[config.mk]
export PLATFORM = sky130hd
export DESIGN_NAME = dmem_arbiter
export DESIGN_NICKNAME = d
export VERILOG_FILES = /design/src/rtl/dmem_arb_pkg.sv /design/src/rtl/arb_rr2.sv /design/src/rtl/dmem_arbiter.sv
export SDC_FILE = /design/constraint.sdc
export NUM_CORES = 1
export LEC_CHECK = 0
export ABC_CLOCK_PERIOD_IN_PS = 4400
export CORE_MARGIN = 4
export CORE_UTILIZATION = 44
export DETAILED_ROUTE_END_ITERATION = 8
export GPL_ROUTABILITY_DRIVEN = 0
export PLACE_DENSITY = 0.88
export SLEW_MARGIN = 20
export SYNTH_ARGS = -nofsm -noshare
export SYNTH_HDL_FRONTEND = slang
export SYNTH_SLANG_ARGS = --single-unit
[constraint.sdc]
create_clock -name clk -period 4.4 [get_ports clk]
set_clock_uncertainty 0.15 [all_clocks]
set_input_delay 1.32 -clock clk [delete_from_list [all_inputs] [get_ports clk]]
set_output_delay 1.32 -clock clk [all_outputs]
set_load 0.005 [all_outputs]
[src/rtl/dmem_arb_pkg.sv]
// dmem_arb_pkg: shared types and constants for the two-port data memory arbiter.
//   arb_state_e : access sequencer states (IDLE -> ISSUE -> WAIT -> IDLE)
//   dmem_req_t  : one latched request at the default 32-bit geometry
//   PORT_CORE / PORT_DMA : requester indices into the per-port vectors
package dmem_arb_pkg;

  typedef enum logic [1:0] {
    IDLE  = 2'd0,
    ISSUE = 2'd1,
    WAIT  = 2'd2
  } arb_state_e;

  // Describes a request at the default geometry (32-bit address/data).
  typedef struct packed {
    logic        we;
    logic [31:0] addr;
    logic [31:0] wdata;
    logic [3:0]  mask;
  } dmem_req_t;

  localparam int PORT_CORE = 0;
  localparam int PORT_DMA  = 1;

endpackage

[src/rtl/arb_rr2.sv]
// arb_rr2: two-way grant logic, purely combinational.
//   req        in  [1:0]  request per port
//   last_grant in  1      port granted by the previous accepted request
//   grant      out [1:0]  one-hot winner, or 0 when nobody requests
// With CORE_PRIO != 0 the core port always wins a conflict; otherwise the
// port that was not granted last time wins.
module arb_rr2
  import dmem_arb_pkg::*;
#(
  parameter int CORE_PRIO = 0
) (
  input  logic [1:0] req,
  input  logic       last_grant,
  output logic [1:0] grant
);

  always_comb begin
    grant = 2'b00;
    case (req)
      2'b01:   grant[PORT_CORE] = 1'b1;
      2'b10:   grant[PORT_DMA]  = 1'b1;
      2'b11: begin
        if (CORE_PRIO != 0 || last_grant) grant[PORT_CORE] = 1'b1;
        else                              grant[PORT_DMA]  = 1'b1;
      end
      default: grant = 2'b00;
    endcase
  end

endmodule

[src/rtl/dmem_arbiter.sv]
// dmem_arbiter: shares one single-port fixed-latency data memory between the
// core memory stage (port 0) and a DMA/debug master (port 1).
// Each access runs accept -> issue -> wait for latency -> respond; while an
// access is in flight both ports see p_req_ready low, which stalls the core.
//   clk, arst_n            clock, asynchronous active-low reset
//   p_req_valid/p_req_ready per-port request handshake
//   p_we/p_addr/p_wdata/p_mask per-port request fields
//   p_rsp_valid, p_rdata   one-cycle response pulse to the owner, shared read data
//   mem_req/we/addr/wdata/mask  memory command (one-cycle strobe, fields held)
//   mem_rdata              memory read data, valid MEM_LATENCY cycles after mem_req
//   busy                   high whenever an access is in flight
module dmem_arbiter
  import dmem_arb_pkg::*;
#(
  parameter  int ADDR_WIDTH  = 32,
  parameter  int DATA_WIDTH  = 32,
  parameter  int MEM_LATENCY = 1,
  parameter  int CORE_PRIO   = 0,
  localparam int MASK_WIDTH  = DATA_WIDTH / 8
) (
  input  logic                       clk,
  input  logic                       arst_n,
  input  logic [1:0]                 p_req_valid,
  output logic [1:0]                 p_req_ready,
  input  logic [1:0]                 p_we,
  input  logic [1:0][ADDR_WIDTH-1:0] p_addr,
  input  logic [1:0][DATA_WIDTH-1:0] p_wdata,
  input  logic [1:0][MASK_WIDTH-1:0] p_mask,
  output logic [1:0]                 p_rsp_valid,
  output logic [DATA_WIDTH-1:0]      p_rdata,
  output logic                       mem_req,
  output logic                       mem_we,
  output logic [ADDR_WIDTH-1:0]      mem_addr,
  output logic [DATA_WIDTH-1:0]      mem_wdata,
  output logic [MASK_WIDTH-1:0]      mem_mask,
  input  logic [DATA_WIDTH-1:0]      mem_rdata,
  output logic                       busy
);

  arb_state_e            state_reg;
  logic [3:0]            cnt_reg;
  logic                  owner_reg;
  logic                  last_grant_reg;
  logic                  mem_req_reg;
  logic                  mem_we_reg;
  logic [ADDR_WIDTH-1:0] mem_addr_reg;
  logic [DATA_WIDTH-1:0] mem_wdata_reg;
  logic [MASK_WIDTH-1:0] mem_mask_reg;
  logic [1:0]            rsp_valid_reg;
  logic [DATA_WIDTH-1:0] rdata_reg;

  logic [1:0] grant;
  logic       accept;
  logic       acc_port;

  arb_rr2 #(.CORE_PRIO(CORE_PRIO)) u_arb (
    .req        (p_req_valid),
    .last_grant (last_grant_reg),
    .grant      (grant)
  );

  // Only the winner sees ready, and only while no access is in flight.
  assign p_req_ready = (state_reg == IDLE) ? grant : 2'b00;
  assign accept      = |(p_req_valid & p_req_ready);
  assign acc_port    = p_req_ready[PORT_DMA];

  // The memory command fields are loaded at accept time so that they are
  // already registered during ISSUE, and simply hold afterwards.
  always_ff @(posedge clk or negedge arst_n) begin
    if (!arst_n) begin
      state_reg      <= IDLE;
      cnt_reg        <= '0;
      owner_reg      <= 1'b0;
      last_grant_reg <= 1'b1;
      mem_req_reg    <= 1'b0;
      mem_we_reg     <= 1'b0;
      mem_addr_reg   <= '0;
      mem_wdata_reg  <= '0;
      mem_mask_reg   <= '0;
      rsp_valid_reg  <= 2'b00;
      rdata_reg      <= '0;
    end else begin
      mem_req_reg   <= 1'b0;
      rsp_valid_reg <= 2'b00;
      case (state_reg)
        IDLE: begin
          if (accept) begin
            mem_req_reg    <= 1'b1;
            mem_we_reg     <= p_we[acc_port];
            mem_addr_reg   <= p_addr[acc_port];
            mem_wdata_reg  <= p_wdata[acc_port];
            mem_mask_reg   <= p_mask[acc_port];
            owner_reg      <= acc_port;
            last_grant_reg <= acc_port;
            state_reg      <= ISSUE;
          end
        end
        ISSUE: begin
          cnt_reg   <= 4'(MEM_LATENCY - 1);
          state_reg <= WAIT;
        end
        WAIT: begin
          if (cnt_reg == 4'd0) begin
            // mem_rdata is trusted only in this exact cycle.
            rdata_reg                <= mem_rdata;
            rsp_valid_reg[owner_reg] <= 1'b1;
            state_reg                <= IDLE;
          end else begin
            cnt_reg <= cnt_reg - 4'd1;
          end
        end
        default: state_reg <= IDLE;
      endcase
    end
  end

  assign mem_req     = mem_req_reg;
  assign mem_we      = mem_we_reg;
  assign mem_addr    = mem_addr_reg;
  assign mem_wdata   = mem_wdata_reg;
  assign mem_mask    = mem_mask_reg;
  assign p_rsp_valid = rsp_valid_reg;
  assign p_rdata     = rdata_reg;
  assign busy        = (state_reg != IDLE);

`ifndef SYNTHESIS
  // Requesters must hold valid and fields stable until accepted.
  generate
    for (genvar gi = 0; gi < 2; gi++) begin : g_req_stable
      a_req_stable: assert property (@(posedge clk) disable iff (!arst_n)
        (p_req_valid[gi] && !p_req_ready[gi]) |=>
          (p_req_valid[gi] && $stable(p_we[gi]) && $stable(p_addr[gi]) &&
           $stable(p_wdata[gi]) && $stable(p_mask[gi])));
    end
  endgenerate

  a_no_double_req: assert property (@(posedge clk) disable iff (!arst_n)
    mem_req |=> !mem_req);
`endif

endmodule
**Word-level counts from Yosys, hierarchy flattened**

Cells that the tools add are included.

- Input bits: 174
- Word-level logic and storage cells: 58
- Register bits: 112
- Output and inout port bits: 107

- Mux-type cells: 24
- Bitwise operators: 1
- $add $sub $neg: 1
- Reduce and logical (&&, ||, !) cells: 10
- Eq/ne operators: 8
- Magnitude comparators: 3

Operators with widths:

| cell | count |
|---|---|
| $mux W32 | 4 |
| $mux W4 | 3 |
| $mux W2 | 5 |
| $pmux W4 S2 | 1 |
| $reduce_and A2 Y1 | 4 |
| $mux W1 | 7 |
| $eq A2 B2 Y1 const B | 3 |
| $ne A2 B2 Y1 const B | 3 |
| $pmux W2 S3 | 1 |
| $eq A2 B1 Y1 const B | 2 |
| $logic_not A4 Y1 | 1 |
| $lt A1 B2 Y1 const B | 2 |
| $pmux W1 S2 | 2 |
| $reduce_bool A2 Y1 | 2 |
| $sub A4 B1 Y4 const B | 1 |
| $and A2 B2 Y2 | 1 |
| $logic_not A2 Y1 | 1 |
| $reduce_or A2 Y1 | 1 |
| $demux W1 S1 | 1 |
| $ge A1 B1 Y1 const B | 1 |
| $logic_and A1 B1 Y1 | 1 |

**Longest topological paths before layout**

Gate-level depths: netlist (run 1).

- Word-level depth: 7
- Gate-level depth with buffers: 7
- Depth with buffers taken out: 5

**Cells and area by module**

Synthesis (run 1) repeated with hierarchy kept, for this count alone.

- Cell total of the unflattened synthesis: 348
- Area total of the unflattened synthesis: 5181.2 um^2

Modules (own cells, without submodules):

| module | area an instance (um^2) | times used | seq. area each (um^2) | cells an instance |
|---|---|---|---|---|
| dmem_arbiter | 5162.5 | 1 | 2803.9 | 345 |
| arb_rr2 | 18.8 | 1 | 0.0 | 3 |

**Worst setup path after synthesis (run 1)**

OpenSTA, ideal clock, no wires.

- Path type: input port to output port
- From: input port p_req_valid[0]
- To: output port p_req_ready[0]
- Path slack: 928 ps
- Arrival: 2002 ps
- Data required time: 2930 ps
- Buffers on the path: 2
- Stages: 4
- Cell sequence: buf_2 -> clkbuf_1 -> nand2_1 -> a21oi_1

- Longest elaborated chain between the ends: 3
- Elaborated cells on any way between the ends: 4
- Those cells by class: eq/ne: 2; mux: 2

RTL lines:

| element | line | source |
|---|---|---|
| start, declared | dmem_arbiter.sv:23 | `input logic [1:0] p_req_valid,` |
| $eq A2 B2 Y1 or $eq A2 B1 Y1 (tied branches) | arb_rr2.sv:19 | `case (req)` |
| $pmux W1 S2 (*) | arb_rr2.sv:19 |  |
| $mux W2 (*) | dmem_arbiter.sv:63 | `assign p_req_ready = (state_reg == IDLE) ? grant : 2'b00;` |
| end, declared | dmem_arbiter.sv:24 | `output logic [1:0] p_req_ready,` |

Mark *: on every way between the ends. The rest lies on a longest branch, timed or not.

**Final worst setup path (run 1)**

- From: input port p_req_valid[1]
- To: output port p_req_ready[1]

- Longest elaborated chain between the ends: 3
- Elaborated cells on any way between the ends: 4
- Those cells by class: eq/ne: 2; mux: 2

RTL lines:

| element | line |
|---|---|
| $eq A2 B2 Y1 | arb_rr2.sv:19 |
| $pmux W1 S2 (*) | arb_rr2.sv:19 |
| $mux W2 (*) | dmem_arbiter.sv:63 |

Marked as above.

==> run_results.csv, run 1 <==
group,metric,value,unit
run_status,run_status,"finished, final reports clean",
logic_synthesis,ys_top_cells_by_area,"sky130_fd_sc_hd__dfrtp_1 50%, sky130_fd_sc_hd__o2111ai_1 11%, sky130_fd_sc_hd__o211ai_1 9.7%, sky130_fd_sc_hd__mux2_4 7.6%, sky130_fd_sc_hd__o21ai_0 6.3%",
critical_path,crit-reg2reg-launch,"state_reg[1]",
routing,dr.first_iter.drc_count,556,
cells_and_area,finalCoreUtilization,71.9,%
cts,max-clock-path-buffers,2,
timing,rsz_0062_raised_after_global_routing,"false",
routing,post_drt_wl_per_cell,20.7,um
cts,clock_sinks,112,
cells_and_area,areaGrowthSynthToFinish,57.8,%
power,leakagePower,3.66,nW
logic_synthesis,synth_nets,697,
routing,routed.top_layer,"met4",
critical_path,timing.reg2reg.worst_path_depth,6,
routing,detailroute.wirelength.met3,1660,um
cts,tritoncts_clock_tree,"yes",
cts,ctsHtreeMaxLevel,3,
cts,post_cts_resize_count,0,
placed_design,dp_hpwl,13600,um
critical_path,critPathKind,"in -> out",
logic_synthesis,yosys_warnings,0,
cts,postCtsSetupBuffers,0,
logic_synthesis,synth_top_area_share,50.1,%
logic_synthesis,synth_sequential_area_ratio,50.6,%
logic_synthesis,syn_inst,521,
logic_synthesis,synth.cell_area,5540,um^2
power,p_clk_share,17.0,%
routing,drt_pass1_iterations,8,
cts,clk_latency,0.34,ns
power,vdd_ir_drop_max,0.316,mV
critical_path,rrSetupSlack,1.94,ns
die,initial_utilization,45.6,%
timing,timing_max_transition_violations_final,0,
global_route,grtUsageTotal,26.6,%
critical_path,critical_path.reg2reg.endpoint,"mem_addr[0]",
timing,slew-limit-headroom,44.1,%
logic_synthesis,synth.lib_cells_used.distinct,31,
routing,dr_vias,5461,
power,p_sw_share,33.6,%
global_route,via_count_of_the_first_global_routing_pass,5572,
timing,min_period,4.14,ns
routing,antenna_left,0,
cells_and_area,antenna_cells_inserted,0,
power,power_report.internal_total,3.59,mW
routing,wirelength,19400,um
flow_run,max_cap_viol_count,0,
cells_and_area,number_of_nets_at_the_end_of_the_flow,942,
timing,setup_viol,0,
power,pwr-share-seq,34.5,%
critical_path,setup.worst_path.end,"p_req_ready[1]",
power,power.share.combinational,48.5,%
logic_synthesis,synth_enable_flop_cells,0,
logic_synthesis,synth_flop_type,"sky130_fd_sc_hd__dfrtp_1",
die,fp-row-count,40,
routing,drt_drc_violations_left,0,
placed_design,buffer_ports.inserted,280,
power,powerDensity,618,nW/um^2
die,chipWidth,120,um
cts,clk_root_buffer_cell,"sky130_fd_sc_hd__clkbuf_16",
routing,wl_met2,9880,um
logic_synthesis,postSynthAreaPerCell,10.6,um^2
critical_path,startpoint_type,"input port",
logic_synthesis,commonest_cells_in_the_synthesized_netlist,"111 x sky130_fd_sc_hd__dfrtp_1, 75 x sky130_fd_sc_hd__inv_1, 72 x sky130_fd_sc_hd__o211ai_1",
critical_path,cp.required,2.93,ns
global_route,grt_max_degree,90,
critical_path,timing.critical_path.arrival,2.67,ns
die,floorplan.die_area,14500,um^2
cts,postCtsHoldBufs,0,
timing,tightest_slew,0.838,ns
timing,hold_viol,0,
logic_synthesis,synth_most_common_cell,"sky130_fd_sc_hd__dfrtp_1",
logic_synthesis,yosys_register_bits,112,
timing,timing.fmax,241,MHz
timing,final.setup.tns,0,ns
die,fp.dieH,120,um
logic_synthesis,synth_async_sr_flop_share,100,%
critical_path,critPathMaxFanout,4,
logic_synthesis,top_cell_type_by_total_area_after_synthesis,"sky130_fd_sc_hd__dfrtp_1",
cts,numCtsBuffers,9,
timing,post-route-period-util,94.1,%
routing,viasPerCell,5.82,
critical_path,crit_path_start,"p_req_valid[1]",
global_route,grt_first_pass_wirelength,30700,um
power,p_sw,1.82,mW
critical_path,timing.critical_path.to_type,"primary output",
global_route,gr-total-overflow,0,
die,placeableCoreArea,12200,um^2
die,pin_count,281,
hold_path,worstHoldPathType,"reg -> reg",
global_route,antenna_violations_before_repair,0,
routing,route.layer.met1.wl,7490,um
cells_and_area,layout-drive-gt1-share,9.08,%
cts,clk_pin_slew_worst_paths,0.07,ns
stage by stage:
step                setup WS (ns)  instance area [um^2]  cells  hold slack, ns  power (mW)
finish                      0.258                  8750    939           0.359        5.41
detailed placement          0.262                  8410    923           0.342        4.49
CTS                         0.254                  8740    939           0.362        5.44
global placement            0.262                  8410    923           0.336        4.38
floorplan                   0.928                  5540    521           0.276        3.01
global route                0.191                  8750    939           0.370        5.74
worst max-delay path, stage by stage:
cell and delay (ns):
sky130_fd_sc_hd__clkdlybuf4s50_1 0.59, sky130_fd_sc_hd__nand3_2 0.10, sky130_fd_sc_hd__inv_1 0.13, sky130_fd_sc_hd__clkdlybuf4s50_1 0.54
per-layer routing:
layer	GRT usage, %	up-vias
li1	-	2427
met1	33.4	2692
met2	46.0	316
met3	6.55	26
met4	7.29	0
met5	0	-
final cells by class:
class	instances	area, um^2
Timing Repair Buffer	291	2910
Clock buffer	9	225
Fill cell	841	3410
Clock inverter	7	110
Inverter	77	289
Multi-Input combinational cell	275	2200
Sequential cell	112	2800
Tap cell	168	210
worst min-delay path by stage:
stage	startpoint	endpoint	slack (ns)	cells past startpoint
6_report	p_rdata[31]	p_rdata[31]	0.36	1
5_1_grt	p_rdata[20]	p_rdata[20]	0.37	1
4_1_cts	p_rdata[10]	p_rdata[10]	0.36	1
3_5_place_dp	p_rdata[30]	p_rdata[30]	0.34	1
3_3_place_gp	p_rdata[2]	p_rdata[2]	0.34	1
2_1_floorplan	owner_reg	p_rsp_valid[0]	0.28	1
placed cells by master (no fill, tap or decap), types with 2 or more instances in the layout:
cell and count:
sky130_fd_sc_hd__a21o_1 2, sky130_fd_sc_hd__a21oi_1 2, sky130_fd_sc_hd__buf_12 2, sky130_fd_sc_hd__buf_4 9
sky130_fd_sc_hd__bufinv_16 3, sky130_fd_sc_hd__clkbuf_16 9, sky130_fd_sc_hd__clkdlybuf4s50_1 278, sky130_fd_sc_hd__clkinv_2 4
sky130_fd_sc_hd__dfrtp_1 111, sky130_fd_sc_hd__ha_1 2, sky130_fd_sc_hd__inv_1 75, sky130_fd_sc_hd__inv_2 2
sky130_fd_sc_hd__mux2_2 4, sky130_fd_sc_hd__mux2_4 28, sky130_fd_sc_hd__nand2_1 5, sky130_fd_sc_hd__nand3_1 2
sky130_fd_sc_hd__nor2_1 5, sky130_fd_sc_hd__nor2_4 2, sky130_fd_sc_hd__o2111ai_1 69, sky130_fd_sc_hd__o211ai_1 72
sky130_fd_sc_hd__o21ai_0 70
cells by family after synthesis:
logic type | share of synthesized area (%)
muxes | 8.40
buffers and inverters | 9.91
adders and majority gates | 0.451
and+or+nand+nor | 2.62
AOI/OAI and AO/OA | 28.1
DFF | 50.6
power groups by stage:
stage,Sequential (mW),Clock [mW],Combinational [mW]
after global routing,1.93,0.990,2.82
after global placement,1.84,0,2.54
final,1.87,0.919,2.62
after CTS,1.87,0.935,2.64
after floorplan,1.81,0,1.21
after detailed placement,1.87,0,2.61
Power figures use the tool's default switching activity.
==> run 2: changes to the inputs <==
--- a/config.mk
+++ b/config.mk
@@ -6,6 +6,7 @@
 export NUM_CORES = 1
 export LEC_CHECK = 0
 export ABC_CLOCK_PERIOD_IN_PS = 4400
+export CORE_ASPECT_RATIO = 1.2
 export CORE_MARGIN = 4
 export CORE_UTILIZATION = 44
 export DETAILED_ROUTE_END_ITERATION = 8
@@ -15,3 +16,4 @@
 export SYNTH_ARGS = -nofsm -noshare
 export SYNTH_HDL_FRONTEND = slang
 export SYNTH_SLANG_ARGS = --single-unit
+export TNS_END_PERCENT = 100
==> run_results.csv, run 2 (same netlist as run 1, synthesis figures left out) <==
group,metric,value,unit
cts,clk_latency,0.34,ns
die,initial_utilization,45.4,%
die,floorplan.die_area,14500,um^2
critical_path,critical_path.reg2reg.endpoint,"mem_addr[9]",
routing,dr.first_iter.drc_count,336,
critical_path,crit-reg2reg-launch,"state_reg[1]",
timing,final.setup.tns,0,ns
timing,timing.fmax,242,MHz
routing,drt_pass1_iterations,5,
global_route,via_count_of_the_first_global_routing_pass,5521,
die,fp-row-count,44,
die,placeableCoreArea,12200,um^2
cts,numCtsBuffers,9,
critical_path,timing.critical_path.arrival,2.67,ns
cells_and_area,antenna_cells_inserted,0,
placed_design,buffer_ports.inserted,280,
timing,rsz_0062_raised_after_global_routing,"false",
flow_run,max_cap_viol_count,0,
die,fp.dieH,131,um
routing,drt_drc_violations_left,0,
run_status,run_status,"finished, final reports clean",
hold_path,min_delay_path_depth,1,
cts,ctsHtreeMaxLevel,3,
routing,viasPerCell,5.82,
routing,post_drt_wl_per_cell,19.8,um
hold_path,worstHoldPathType,"reg -> reg",
die,chipWidth,110,um
timing,hold_viol,0,
timing,post-route-period-util,94.0,%
power,powerDensity,610,nW/um^2
cts,clk_root_buffer_cell,"sky130_fd_sc_hd__clkbuf_16",
critical_path,critPathMaxFanout,4,
cts,clk_pin_slew_worst_paths,0.06,ns
hold_path,hp-start,"p_rdata[1]",
cells_and_area,finalCoreUtilization,71.1,%
placed_design,dp_hpwl,13200,um
timing,slew-limit-headroom,47.5,%
cells_and_area,layout-drive-gt1-share,9.08,%
hold_path,worstHoldEndpoint,"p_rdata[1]",
global_route,grt_max_degree,73,
timing,tightest_slew,0.787,ns
cts,clock_sinks,112,
timing,timing_max_transition_violations_final,0,
cts,postCtsHoldBufs,0,
global_route,gr-total-overflow,0,
power,vdd_ir_drop_max,0.349,mV
timing,setup_viol,0,
global_route,grtUsageTotal,24.4,%
global_route,grt_first_pass_wirelength,28500,um
timing,min_period,4.14,ns
cells_and_area,mostFrequentLayoutCells,"278 x sky130_fd_sc_hd__clkdlybuf4s50_1, 111 x sky130_fd_sc_hd__dfrtp_1, 75 x sky130_fd_sc_hd__inv_1",
critical_path,cp.required,2.93,ns
cells_and_area,sequential_cell_area,2800,um^2
cells_and_area,final_common_cell,"sky130_fd_sc_hd__clkdlybuf4s50_1",
global_route,antenna_violations_before_repair,0,
cells_and_area,fillCellCount,864,
routing,dr_vias,5426,
critical_path,critPathKind,"in -> out",
cts,max-clock-path-buffers,2,
routing,antenna_left,0,
power,leakagePower,3.64,nW
critical_path,startpoint_type,"input port",
cts,post_cts_resize_count,0,
cells_and_area,areaGrowthSynthToFinish,56.8,%
cells_and_area,number_of_nets_at_the_end_of_the_flow,942,
critical_path,rrSetupSlack,1.97,ns
cts,tritoncts_clock_tree,"yes",
routing,wirelength,18400,um
die,pin_count,281,
cts,postCtsSetupBuffers,0,
cells_and_area,multi_input_area,2200,um^2
critical_path,timing.critical_path.to_type,"primary output",
critical_path,timing.reg2reg.worst_path_depth,6,
==> run 2: changes by cell type in the layout (fill, tap and decap cells not counted), sizes merged <==
cell and delta:
clkinv -2, bufinv -2, inv +2, clkbuf +1
clkinvlp +1
==> run 2: how the worst max path moves through the flow <==
stage | from | endpoint | cells past startpoint
after CTS | p_req_valid[1] | p_req_ready[1] | 4
final | p_req_valid[1] | p_req_ready[1] | 4
after floorplan | p_req_valid[0] | p_req_ready[0] | 4
after detailed placement | p_req_valid[1] | p_req_ready[1] | 4
after global placement | p_req_valid[1] | p_req_ready[1] | 4
after global routing | p_req_valid[1] | p_req_ready[1] | 4
==> run 2: power by group <==
group          internal, mW  leakage [nW]  switching [mW]
Clock                 0.460         0.149           0.372
Combinational          1.51          2.12            1.08
Sequential             1.53          1.37           0.352
Total                  3.49          3.64            1.81
==> run 2: critical path, cell delays in order <==
cell                              delay (ns)
sky130_fd_sc_hd__clkdlybuf4s50_1        0.59
sky130_fd_sc_hd__nand3_2                0.11
sky130_fd_sc_hd__inv_1                  0.12
sky130_fd_sc_hd__clkdlybuf4s50_1        0.52
==> run 2: area by class of cell <==
type	instances	share of cell area (%)
repair buffers	291	33.3
flip-flops and latches	112	32.3
multi-input cells	275	25.3
inverters	77	3.33
clock buffers	10	2.75
well taps	161	2.32
clock inverters	6	0.749
==> run 2: routing by layer <==
| metal | GRT usage (%) | up-vias | share of wire, % |
|---|---|---|---|
| met2 | 40.8 | 347 | 50 |
| met5 | 0 | - | 0 |
| met1 | 31.1 | 2610 | 40 |
| met4 | 9.71 | 0 | 2.2 |
| li1 | - | 2443 | - |
| met3 | 5.44 | 26 | 7.7 |
==> run 2: stage by stage <==
stage | power, mW | setup WS (ns) | hold slack [ns] | instance area, um^2 | cells
floorplan | 3.01 | 0.928 | 0.276 | 5540 | 521
global placement | 4.38 | 0.304 | 0.336 | 8390 | 916
detailed placement | 4.48 | 0.276 | 0.341 | 8390 | 916
CTS | 5.34 | 0.267 | 0.356 | 8690 | 932
global route | 5.61 | 0.201 | 0.365 | 8690 | 932
finish | 5.30 | 0.264 | 0.355 | 8690 | 932
==> run 3: changes to the inputs <==
--- a/config.mk
+++ b/config.mk
@@ -12,6 +12,7 @@
 export DETAILED_ROUTE_END_ITERATION = 8
 export GPL_ROUTABILITY_DRIVEN = 0
 export PLACE_DENSITY = 0.88
+export SKIP_LAST_GASP = 1
 export SLEW_MARGIN = 20
 export SYNTH_ARGS = -nofsm -noshare
 export SYNTH_HDL_FRONTEND = slang
==> results of run 3 <==
No change in the layout: final DEF, timing and power equal those of run 2.
